## src/rtl/alu_op_scheduler.sv

```systemverilog
// alu_op_scheduler: shares one TotalALU between two requesters.
// Requests are granted on a valid/ready handshake with round-robin
// arbitration. The grant is taken only while IDLE. The block drives the ALU
// Signal/dataA/dataB inputs and times single-cycle and DIVU operations. After
// a DIVU it issues MFHI and then MFLO, and returns the Hi/Lo pair in a single
// response.
// Optional build macro: SCHED_PERF_CNT_EN. When it is defined, the block adds
// the perf_ops and perf_div_cycles counters.
module alu_op_scheduler #(
  parameter int unsigned SINGLE_LAT = 1,
  parameter int unsigned DIV_LAT    = 33,
  parameter logic [5:0]  IDLE_FUNCT = 6'd32
) (
  input  logic        clk,
  input  logic        reset,
  input  logic [1:0]  req_valid,
  output logic [1:0]  req_ready,
  input  logic [5:0]  req0_funct,
  input  logic [5:0]  req1_funct,
  input  logic [31:0] req0_a,
  input  logic [31:0] req1_a,
  input  logic [31:0] req0_b,
  input  logic [31:0] req1_b,
  output logic        rsp_valid,
  output logic        rsp_id,
  output logic        rsp_err,
  output logic [31:0] rsp_lo,
  output logic [31:0] rsp_hi,
  output logic        busy,
  output logic [5:0]  alu_signal,
  output logic [31:0] alu_data_a,
  output logic [31:0] alu_data_b,
  input  logic [31:0] alu_output
`ifdef SCHED_PERF_CNT_EN
  ,
  output logic [31:0] perf_ops,
  output logic [31:0] perf_div_cycles
`endif
);

  // FSM encoding
  localparam logic [2:0] ST_IDLE = 3'd0;
  localparam logic [2:0] ST_EXEC = 3'd1;
  localparam logic [2:0] ST_MFHI = 3'd2;
  localparam logic [2:0] ST_MFLO = 3'd3;
  localparam logic [2:0] ST_RESP = 3'd4;

  // ALU funct codes
  localparam logic [5:0] F_SLL  = 6'd0;
  localparam logic [5:0] F_SRL  = 6'd2;
  localparam logic [5:0] F_ADD  = 6'd32;
  localparam logic [5:0] F_SUB  = 6'd34;
  localparam logic [5:0] F_AND  = 6'd36;
  localparam logic [5:0] F_OR   = 6'd37;
  localparam logic [5:0] F_SLT  = 6'd42;
  localparam logic [5:0] F_DIVU = 6'd27;
  localparam logic [5:0] F_MFHI = 6'd16;
  localparam logic [5:0] F_MFLO = 6'd18;

  // The counter must be able to hold the longer of the two latencies.
  localparam int unsigned CNT_MAX = (DIV_LAT > SINGLE_LAT) ? DIV_LAT : SINGLE_LAT;
  localparam int unsigned CNT_W   = $clog2(CNT_MAX + 1);

  localparam logic [CNT_W-1:0] CNT_SINGLE = CNT_W'(SINGLE_LAT);
  localparam logic [CNT_W-1:0] CNT_DIV    = CNT_W'(DIV_LAT);
  localparam logic [CNT_W-1:0] CNT_ONE    = CNT_W'(1);
  localparam logic [CNT_W-1:0] CNT_ZERO   = CNT_W'(0);

  // Returns 1 for a funct code that the ALU executes through this scheduler.
  function automatic logic is_supported(input logic [5:0] funct);
    logic ok;
    case (funct)
      F_SLL, F_SRL, F_ADD, F_SUB, F_AND, F_OR, F_SLT, F_DIVU: ok = 1'b1;
      default:                                                ok = 1'b0;
    endcase
    return ok;
  endfunction

  // Returns the EXEC counter load value for a funct code.
  function automatic logic [CNT_W-1:0] exec_load(input logic [5:0] funct);
    logic [CNT_W-1:0] load;
    if (funct == F_DIVU) begin
      load = CNT_DIV;
    end else begin
      load = CNT_SINGLE;
    end
    return load;
  endfunction

  // State and latched request
  logic [2:0]       state_q,      state_d;
  logic [CNT_W-1:0] cnt_q,        cnt_d;
  logic [5:0]       funct_q,      funct_d;
  logic [31:0]      op_a_q,       op_a_d;
  logic [31:0]      op_b_q,       op_b_d;
  logic             id_q,         id_d;
  logic             last_grant_q, last_grant_d;
  logic [31:0]      hi_res_q,     hi_res_d;

  // Registered outputs
  logic             rsp_valid_q,  rsp_valid_d;
  logic             rsp_id_q,     rsp_id_d;
  logic             rsp_err_q,    rsp_err_d;
  logic [31:0]      rsp_lo_q,     rsp_lo_d;
  logic [31:0]      rsp_hi_q,     rsp_hi_d;
  logic             busy_q,       busy_d;
  logic [5:0]       alu_signal_q, alu_signal_d;
  logic [31:0]      alu_a_q,      alu_a_d;
  logic [31:0]      alu_b_q,      alu_b_d;

  // Arbitration result
  logic             grant_valid_s;
  logic             grant_id_s;
  logic [5:0]       sel_funct_s;
  logic [31:0]      sel_a_s;
  logic [31:0]      sel_b_s;

  // Round-robin arbitration. Only IDLE grants, and nothing is granted during reset.
  always_comb begin
    grant_valid_s = 1'b0;
    grant_id_s    = 1'b0;
    if ((state_q == ST_IDLE) && !reset) begin
      case (req_valid)
        2'b01: begin
          grant_valid_s = 1'b1;
          grant_id_s    = 1'b0;
        end
        2'b10: begin
          grant_valid_s = 1'b1;
          grant_id_s    = 1'b1;
        end
        2'b11: begin
          grant_valid_s = 1'b1;
          grant_id_s    = ~last_grant_q;
        end
        default: begin
          grant_valid_s = 1'b0;
          grant_id_s    = 1'b0;
        end
      endcase
    end else begin
      grant_valid_s = 1'b0;
      grant_id_s    = 1'b0;
    end
  end

  // Ready strobe and operand mux for the granted requester
  always_comb begin
    req_ready = 2'b00;
    if (grant_valid_s) begin
      if (grant_id_s) begin
        req_ready = 2'b10;
      end else begin
        req_ready = 2'b01;
      end
    end else begin
      req_ready = 2'b00;
    end
    if (grant_id_s) begin
      sel_funct_s = req1_funct;
      sel_a_s     = req1_a;
      sel_b_s     = req1_b;
    end else begin
      sel_funct_s = req0_funct;
      sel_a_s     = req0_a;
      sel_b_s     = req0_b;
    end
  end

  // FSM next state, operation sequencing and result capture
  always_comb begin
    state_d      = state_q;
    cnt_d        = cnt_q;
    funct_d      = funct_q;
    op_a_d       = op_a_q;
    op_b_d       = op_b_q;
    id_d         = id_q;
    last_grant_d = last_grant_q;
    hi_res_d     = hi_res_q;
    rsp_id_d     = rsp_id_q;
    rsp_err_d    = rsp_err_q;
    rsp_lo_d     = rsp_lo_q;
    rsp_hi_d     = rsp_hi_q;
    case (state_q)
      ST_IDLE: begin
        if (grant_valid_s) begin
          funct_d      = sel_funct_s;
          op_a_d       = sel_a_s;
          op_b_d       = sel_b_s;
          id_d         = grant_id_s;
          last_grant_d = grant_id_s;
          if (is_supported(sel_funct_s)) begin
            state_d = ST_EXEC;
            cnt_d   = exec_load(sel_funct_s);
          end else begin
            // Unsupported funct: respond at once with an error and leave the ALU idle.
            state_d   = ST_RESP;
            cnt_d     = CNT_ZERO;
            rsp_id_d  = grant_id_s;
            rsp_err_d = 1'b1;
            rsp_lo_d  = 32'd0;
            rsp_hi_d  = 32'd0;
          end
        end else begin
          state_d = ST_IDLE;
        end
      end
      ST_EXEC: begin
        if (cnt_q == CNT_ONE) begin
          if (funct_q == F_DIVU) begin
            // Hi/Lo are now valid inside the ALU. Read them back.
            state_d = ST_MFHI;
            cnt_d   = CNT_SINGLE;
          end else begin
            state_d   = ST_RESP;
            cnt_d     = CNT_ZERO;
            rsp_id_d  = id_q;
            rsp_err_d = 1'b0;
            rsp_lo_d  = alu_output;
            rsp_hi_d  = 32'd0;
          end
        end else begin
          cnt_d = cnt_q - CNT_ONE;
        end
      end
      ST_MFHI: begin
        if (cnt_q == CNT_ONE) begin
          hi_res_d = alu_output;
          state_d  = ST_MFLO;
          cnt_d    = CNT_SINGLE;
        end else begin
          cnt_d = cnt_q - CNT_ONE;
        end
      end
      ST_MFLO: begin
        if (cnt_q == CNT_ONE) begin
          state_d   = ST_RESP;
          cnt_d     = CNT_ZERO;
          rsp_id_d  = id_q;
          rsp_err_d = 1'b0;
          rsp_lo_d  = alu_output;
          rsp_hi_d  = hi_res_q;
        end else begin
          cnt_d = cnt_q - CNT_ONE;
        end
      end
      ST_RESP: begin
        state_d = ST_IDLE;
      end
      default: begin
        state_d = ST_IDLE;
        cnt_d   = CNT_ZERO;
      end
    endcase
  end

  // Output values for the next cycle, derived from the next state
  always_comb begin
    busy_d       = (state_d != ST_IDLE);
    rsp_valid_d  = (state_d == ST_RESP);
    alu_signal_d = IDLE_FUNCT;
    alu_a_d      = 32'd0;
    alu_b_d      = 32'd0;
    case (state_d)
      ST_EXEC: begin
        alu_signal_d = funct_d;
        alu_a_d      = op_a_d;
        alu_b_d      = op_b_d;
      end
      ST_MFHI: begin
        alu_signal_d = F_MFHI;
        alu_a_d      = op_a_d;
        alu_b_d      = op_b_d;
      end
      ST_MFLO: begin
        alu_signal_d = F_MFLO;
        alu_a_d      = op_a_d;
        alu_b_d      = op_b_d;
      end
      default: begin
        alu_signal_d = IDLE_FUNCT;
        alu_a_d      = 32'd0;
        alu_b_d      = 32'd0;
      end
    endcase
  end

  // State and output registers. Reset aborts any operation in flight.
  always_ff @(posedge clk) begin
    if (reset) begin
      state_q      <= ST_IDLE;
      cnt_q        <= CNT_ZERO;
      funct_q      <= 6'd0;
      op_a_q       <= 32'd0;
      op_b_q       <= 32'd0;
      id_q         <= 1'b0;
      last_grant_q <= 1'b1;
      hi_res_q     <= 32'd0;
      rsp_valid_q  <= 1'b0;
      rsp_id_q     <= 1'b0;
      rsp_err_q    <= 1'b0;
      rsp_lo_q     <= 32'd0;
      rsp_hi_q     <= 32'd0;
      busy_q       <= 1'b0;
      alu_signal_q <= IDLE_FUNCT;
      alu_a_q      <= 32'd0;
      alu_b_q      <= 32'd0;
    end else begin
      state_q      <= state_d;
      cnt_q        <= cnt_d;
      funct_q      <= funct_d;
      op_a_q       <= op_a_d;
      op_b_q       <= op_b_d;
      id_q         <= id_d;
      last_grant_q <= last_grant_d;
      hi_res_q     <= hi_res_d;
      rsp_valid_q  <= rsp_valid_d;
      rsp_id_q     <= rsp_id_d;
      rsp_err_q    <= rsp_err_d;
      rsp_lo_q     <= rsp_lo_d;
      rsp_hi_q     <= rsp_hi_d;
      busy_q       <= busy_d;
      alu_signal_q <= alu_signal_d;
      alu_a_q      <= alu_a_d;
      alu_b_q      <= alu_b_d;
    end
  end

  assign rsp_valid  = rsp_valid_q;
  assign rsp_id     = rsp_id_q;
  assign rsp_err    = rsp_err_q;
  assign rsp_lo     = rsp_lo_q;
  assign rsp_hi     = rsp_hi_q;
  assign busy       = busy_q;
  assign alu_signal = alu_signal_q;
  assign alu_data_a = alu_a_q;
  assign alu_data_b = alu_b_q;

`ifdef SCHED_PERF_CNT_EN
  logic [31:0] perf_ops_q;
  logic [31:0] perf_div_q;
  logic        div_cycle_s;

  // A DIVU cycle is any cycle in EXEC, MFHI or MFLO that belongs to a DIVU.
  always_comb begin
    if ((funct_q == F_DIVU) &&
        ((state_q == ST_EXEC) || (state_q == ST_MFHI) || (state_q == ST_MFLO))) begin
      div_cycle_s = 1'b1;
    end else begin
      div_cycle_s = 1'b0;
    end
  end

  // Free-running performance counters. They wrap naturally at 2^32.
  always_ff @(posedge clk) begin
    if (reset) begin
      perf_ops_q <= 32'd0;
      perf_div_q <= 32'd0;
    end else begin
      if (rsp_valid_q) begin
        perf_ops_q <= perf_ops_q + 32'd1;
      end
      if (div_cycle_s) begin
        perf_div_q <= perf_div_q + 32'd1;
      end
    end
  end

  assign perf_ops        = perf_ops_q;
  assign perf_div_cycles = perf_div_q;
`endif

endmodule

```

## config.mk

```make
export PLATFORM = sky130hd
export DESIGN_NAME = alu_op_scheduler
export DESIGN_NICKNAME = d
export VERILOG_FILES = /design/src/rtl/alu_op_scheduler.sv
export SDC_FILE = /design/constraint.sdc
export NUM_CORES = 1
export LEC_CHECK = 0
export CORE_MARGIN = 5
export CORE_UTILIZATION = 42
export CTS_BUF_LIST = sky130_fd_sc_hd__clkbuf_8
export CTS_CLUSTER_DIAMETER = 120
export DETAILED_ROUTE_END_ITERATION = 10
export GPL_TIMING_DRIVEN = 0
export PLACE_DENSITY = 0.78
export SETUP_SLACK_MARGIN = 0.2
export SKIP_CTS_REPAIR_TIMING = 1
export SYNTH_ARGS = -nofsm -noshare
export SYNTH_HDL_FRONTEND = slang
export SYNTH_SLANG_ARGS = --single-unit
export TNS_END_PERCENT = 30
```

## constraint.sdc

```tcl
create_clock -name clk -period 2.1 [get_ports clk]
set_clock_uncertainty 0.2 [all_clocks]
set_input_delay 0.315 -clock clk [delete_from_list [all_inputs] [get_ports clk]]
set_output_delay 0.315 -clock clk [all_outputs]
set_load 0.1 [all_outputs]
```

==> impl_metrics.yaml, run 1 <==
critical_path:
  reg2reg_from: "cnt_q[0]"
  cp_slowest_stage_delay_ps: 530
  worstSetupPathType: "reg2out"
  worstRegToRegCells: 9
  r2r-end: "hi_res_q[30]"
  critPathSlowestCell: "or4_4"
  cp.required_ps: 1580
  worstPathMaxFanout: 6
  worstSetupStartpoint: "state_q[1]"
  cp-start-kind: "flop"
  arrival_ps: 2180
  critical_path.cell_chain: "buf_6 -> or4_4 -> buf_6 -> buf_12 -> buf_8 -> nor2_4 -> buf_12"
  crit_end: "req_ready[0]"
  endpoint_kind: "primary output"
  r2r_setup_slack_ps: -220
sta:
  min_period_ps: 2690
  period_share: 1.28
  setup-violations-final: 244
  tightest_slew_ps: 1040
  hold_slack_ps: 181
  timing.fmax_ghz: 0.372
  finalWorstSetupSlack_ps: -591
  maxSlewHeadroom: 0.305
  finalHoldViolCount: 0
  rsz0062_at_grt: "yes"
  drv_slew: 0
clock_network:
  cts.sinks: 251
  clk_pin_slew_worst_paths_ps: 60
  clk_latency_ps: 530
  cts_made_buffers: 41
  clk_path_buf_depth: 3
  cts_tree: "done"
  h-tree-depth: 2
  root_buffer: "clkbuf_8"
synth:
  synth_area_leaders: "dfxtp_1 (54%), nand2_1 (11%), mux2i_1 (7.4%)"
  synth_edf_count: 0
  synth_nets: 1194
  synth.cells.most_frequent: "nand2_1 (275), dfxtp_1 (251), a21oi_1 (106), mux2i_1 (69)"
  synth.most_common_cell: "nand2_1"
  synth.yosys.seq_area_share: 0.540
  synthArstFlopShare: 0
  syn_inst: 1016
  yosysTopAreaCell: "dfxtp_1"
  synth_ff_type: "dfxtp_1"
  ys_types: 54
  yosysTopAreaCellShare: 0.540
  ys_warn_count: 0
  netlist_area_um2: 9310
  synth_area_per_cell_um2: 9.16
  synth-seq-cells: 251
floorplan:
  boundaryPins: 316
  die-area_um2: 25200
  core-area_um2: 21800
  num_rows: 54
  initial_core_util: 0.427
  die_w_um: 159
  die_h_um: 159
placed_design:
  hpwlAfterDp_mm: 23.3
  place_congestion: 0.856
  dpl_cell_area_um2: 12900
  dp_worst_setup_slack_ps: -1810
  portBuffers: 315
drt:
  drc: 0
  first_iter_violations: 449
  routed-via-count: 8802
  drt_first_pass_iters: 5
  avgViaCountPerCell: 5.14
  post_drt_wl_per_cell_um: 18.4
  final_antenna_net_count: 0
  wl_mm: 31.5
global_route:
  busiest_layer: "met2"
  grt_max_degree: 11
  overflow: 0
  grtUsageMet3: 0.0863
  grt_usage: 0.233
  met2_usage: 0.405
  use_met1: 0.258
  grt_pass1_vias: 8965
  antenna_found_initial: 5
  grt_pass1_wl_mm: 48.1
finish:
  area.growth.synth_to_final_pct: 47.8
  drive_gt1_frac: 0.160
  fin_area_um2: 13800
  fin_nets: 1583
  fin_util: 0.630
power:
  report.power.total_mw: 10.9
  p_leak_nw: 5.43
  powerDensity_nw_per_um2: 789
  ir_drop_mv: 0.479
hold_path:
  hold_depth: 3
  hold_path_class: "in2reg"
run_status:
  violations: "negative setup slack"
  outcome: "finished, violations left"
run:
  cap_violations: 0
state kept, by name, indices dropped and copies added, names as in the netlist, 3 cells and up:
signal,cells
alu_signal,6
alu_data_a,32
hi_res_q,32
op_b_q,32
rsp_lo,32
cnt_q,6
funct_q,6
state_q,3
op_a_q,32
alu_data_b,32
rsp_hi,32
kinds of logic (layout without fill, tap and decap cells):
family	Yosys count	count (layout)	share of synthesized area
xor+xnor	1	1	0.000941
flops	251	251	0.540
mux	69	69	0.0742
buf+inv	85	498	0.0439
other cells	0	2	0
simple gates	402	403	0.194
fa+ha+maj	2	2	0.00269
compound gates	206	206	0.145
cell usage in the layout (no fill, tap or decap), types with 3 or more instances in the layout:
cell,instances
a21oi_1,105
a31oi_1,4
and2_1,4
buf_1,4
buf_12,5
buf_2,48
buf_4,33
buf_6,13
clkbuf_1,32
clkbuf_2,41
clkbuf_8,49
clkdlybuf4s50_1,242
clkinv_2,7
dfxtp_1,249
inv_1,13
mux2i_1,69
nand2_1,275
nand2b_1,3
nand3_1,6
nor2_1,19
nor2_4,4
nor2b_1,64
nor3_1,6
o21ai_0,7
o21ai_1,5
o221ai_1,64
or2_2,5
metal layers:
metal | up-vias | routed length, um
met5 | - | 41
met4 | 6 | 1080
met3 | 68 | 2930
met2 | 372 | 15400
met1 | 4096 | 12100
li1 | 4260 | -
per-stage QoR:
| step | setup TNS [ps] | instances |
|---|---|---|
| global placement | -178660 | 1611 |
| detailed placement | -185960 | 1611 |
| CTS | -124180 | 1679 |
| floorplan | -190 | 1016 |
| finish | -55070 | 1712 |
| global route | -80290 | 1712 |
worst max-delay path: cells and delay by family (launching register included):
| kind | cells | cell delay, ps |
|---|---|---|
| and+or+nand+nor | 2 | 660 |
| DFF | 1 | 320 |
| buffers and inverters | 5 | 680 |
worst min-delay path by stage:
stage / start / end
6_report: alu_output[26] / hi_res_q[26]
5_1_grt: alu_output[24] / hi_res_q[24]
4_1_cts: alu_output[29] / hi_res_q[29]
3_5_place_dp: op_a_q[17] / op_a_q[17]
3_3_place_gp: op_a_q[26] / op_a_q[26]
2_1_floorplan: op_a_q[0] / op_a_q[0]
report_power, final:
part / total [mW] / switching, mW / leakage, nW / internal, mW
sequential: 4.98 / 0.0574 / 2.03 / 4.92
combinational: 1.79 / 1.03 / 2.95 / 0.768
clock: 4.09 / 1.86 / 0.447 / 2.23
total: 10.9 / 2.94 / 5.43 / 7.91
cell type report:
cell class,count,area (um2)
timing repair buffer,345,3090
antenna,2,5.00
tap,280,350
clock buffer,49,674
multi-input combinational,681,3960
buffer,80,502
fill,1885,8070
sequential,251,5030
clock inverter,19,110
inverter,5,36.3
(Power assumes the default switching activity.)
==> run 2: changes to the inputs <==
--- a/config.mk
+++ b/config.mk
@@ -17,4 +17,3 @@
 export SYNTH_ARGS = -nofsm -noshare
 export SYNTH_HDL_FRONTEND = slang
 export SYNTH_SLANG_ARGS = --single-unit
-export TNS_END_PERCENT = 30
==> run 2 against run 1 <==
  * The flow still finishes with violations (negative setup slack)
  * Wire length grew 9.4%
  * Final area grew 9.2%
  * Clock power up 8.6%
  * Global-route usage about the same
  * Sequential power about the same
  * Sequential share of layout area decreased by 3.0 points
  * Total power up 7.0%
  * Final cell count grew 2.9%
  * First-iteration DRC count increased by 7.8%
  * Worst hold slack lost 26 ps
  * Critical endpoint unchanged
  * Highest routed layer unchanged
==> impl_metrics.yaml, run 2 (synthesis results as in run 1) <==
critical_path:
  critPathSlowestCell: "or4_4"
  endpoint_kind: "primary output"
  cp_slowest_stage_delay_ps: 520
  arrival_ps: 2180
  cp-start-kind: "flop"
  worstSetupPathType: "reg2out"
  cp.required_ps: 1580
  worstPathMaxFanout: 7
  critical_path.cell_chain: "buf_6 -> or4_4 -> buf_6 -> buf_8 -> buf_8 -> nor2_4 -> buf_12"
clock_network:
  cts_made_buffers: 43
  clk_pin_slew_worst_paths_ps: 60
  cts_tree: "done"
  root_buffer: "clkbuf_8"
  cts.sinks: 251
  clk_path_buf_depth: 3
  clk_latency_ps: 540
  h-tree-depth: 2
sta:
  finalWorstSetupSlack_ps: -597
  min_period_ps: 2700
  setup-violations-final: 148
  tightest_slew_ps: 726
  fin_tns_setup_ps: -29660
  period_share: 1.28
  rsz0062_at_grt: "yes"
  drv_slew: 0
  maxSlewHeadroom: 0.516
  finalHoldViolCount: 0
  timing.fmax_ghz: 0.371
finish:
  mostFrequentLayoutCells: "dfxtp_1 (246), nand2_1 (242), clkdlybuf4s50_1 (174), clkbuf_2 (123), mux2i_1 (69)"
  final_common_cell: "dfxtp_1"
  fin_util: 0.688
  fin_nets: 1627
  drive_gt1_frac: 0.316
  area.growth.synth_to_final_pct: 61.4
  fin_cells: 1762
run:
  cap_violations: 0
power:
  powerDensity_nw_per_um2: 773
  ir_drop_mv: 0.457
  p_leak_nw: 6.09
  report.power.total_mw: 11.6
drt:
  avgViaCountPerCell: 5.23
  final_antenna_net_count: 0
  routed-via-count: 9213
  wl_mm: 34.5
  drc: 0
  drt_first_pass_iters: 7
  post_drt_wl_per_cell_um: 19.6
  first_iter_violations: 484
floorplan:
  boundaryPins: 316
  initial_core_util: 0.427
  die_w_um: 159
  num_rows: 54
  die-area_um2: 25200
  die_h_um: 159
  core-area_um2: 21800
global_route:
  overflow: 0
  grt_max_degree: 11
  antenna_found_initial: 7
  grt_usage: 0.233
  grt_pass1_wl_mm: 48.1
  grt_pass1_vias: 8728
placed_design:
  place_congestion: 0.911
  portBuffers: 315
  place_inst: 1611
  hpwlAfterDp_mm: 23.3
run_status:
  violations: "negative setup slack"
  outcome: "finished, violations left"
hold_path:
  hold_path_class: "in2reg"
[run 2: per-stage QoR]
stage / setup slack [ps] / hold WS (ps) / area [um2]
2_1_floorplan: -190 / 229 / 9500
3_3_place_gp: -1770 / 237 / 13000
3_5_place_dp: -1760 / 242 / 13000
4_1_cts: -1760 / 140 / 13900
5_1_grt: -658 / 170 / 15000
6_report: -597 / 155 / 15000
[run 2: worst paths after layout]
path | slack [ps] | depth (start not counted) | end | from
worst min-delay path | 160 | 3 | rsp_lo[24] | alu_output[24]
worst max-delay path | -600 | 7 | req_ready[0] | state_q[0]
worst max register to register | -330 | 13 | rsp_lo[11] | state_q[0]
worst min register to register | 250 | 2 | op_a_q[27] | op_a_q[27]
[run 2: cell type report]
cell class / count / area (um2)
Clock inverter: 24 / 160
Timing Repair Buffer: 387 / 3320
Fill cell: 1620 / 6800
Clock buffer: 51 / 702
Buffer: 80 / 811
Tap cell: 280 / 350
Inverter: 5 / 33.8
Sequential cell: 251 / 5040
Multi-Input combinational cell: 681 / 4600
Antenna cell: 3 / 7.51
[run 2: layer usage]
metal,routed length (um),part of all wire,track usage
met1,12700,0.37,0.258
met2,17500,0.51,0.399
met3,3130,0.091,0.0943
met4,1150,0.033,0.0888
met5,46,0.0013,0
[run 2: report_power, final]
group | internal, mW | total [mW] | switching, mW | leakage (nW)
Clock | 2.45 | 4.44 | 1.99 | 0.490
Combinational | 1.03 | 2.20 | 1.17 | 3.57
Sequential | 4.92 | 4.98 | 0.0624 | 2.04
Total | 8.40 | 11.6 | 3.22 | 6.09
[run 2: worst max-delay path: cells and delay by family, from the launching register on]
family        cells  cell delay, ps
buf+inv           5             680
simple gates      2             640
flops             1             320
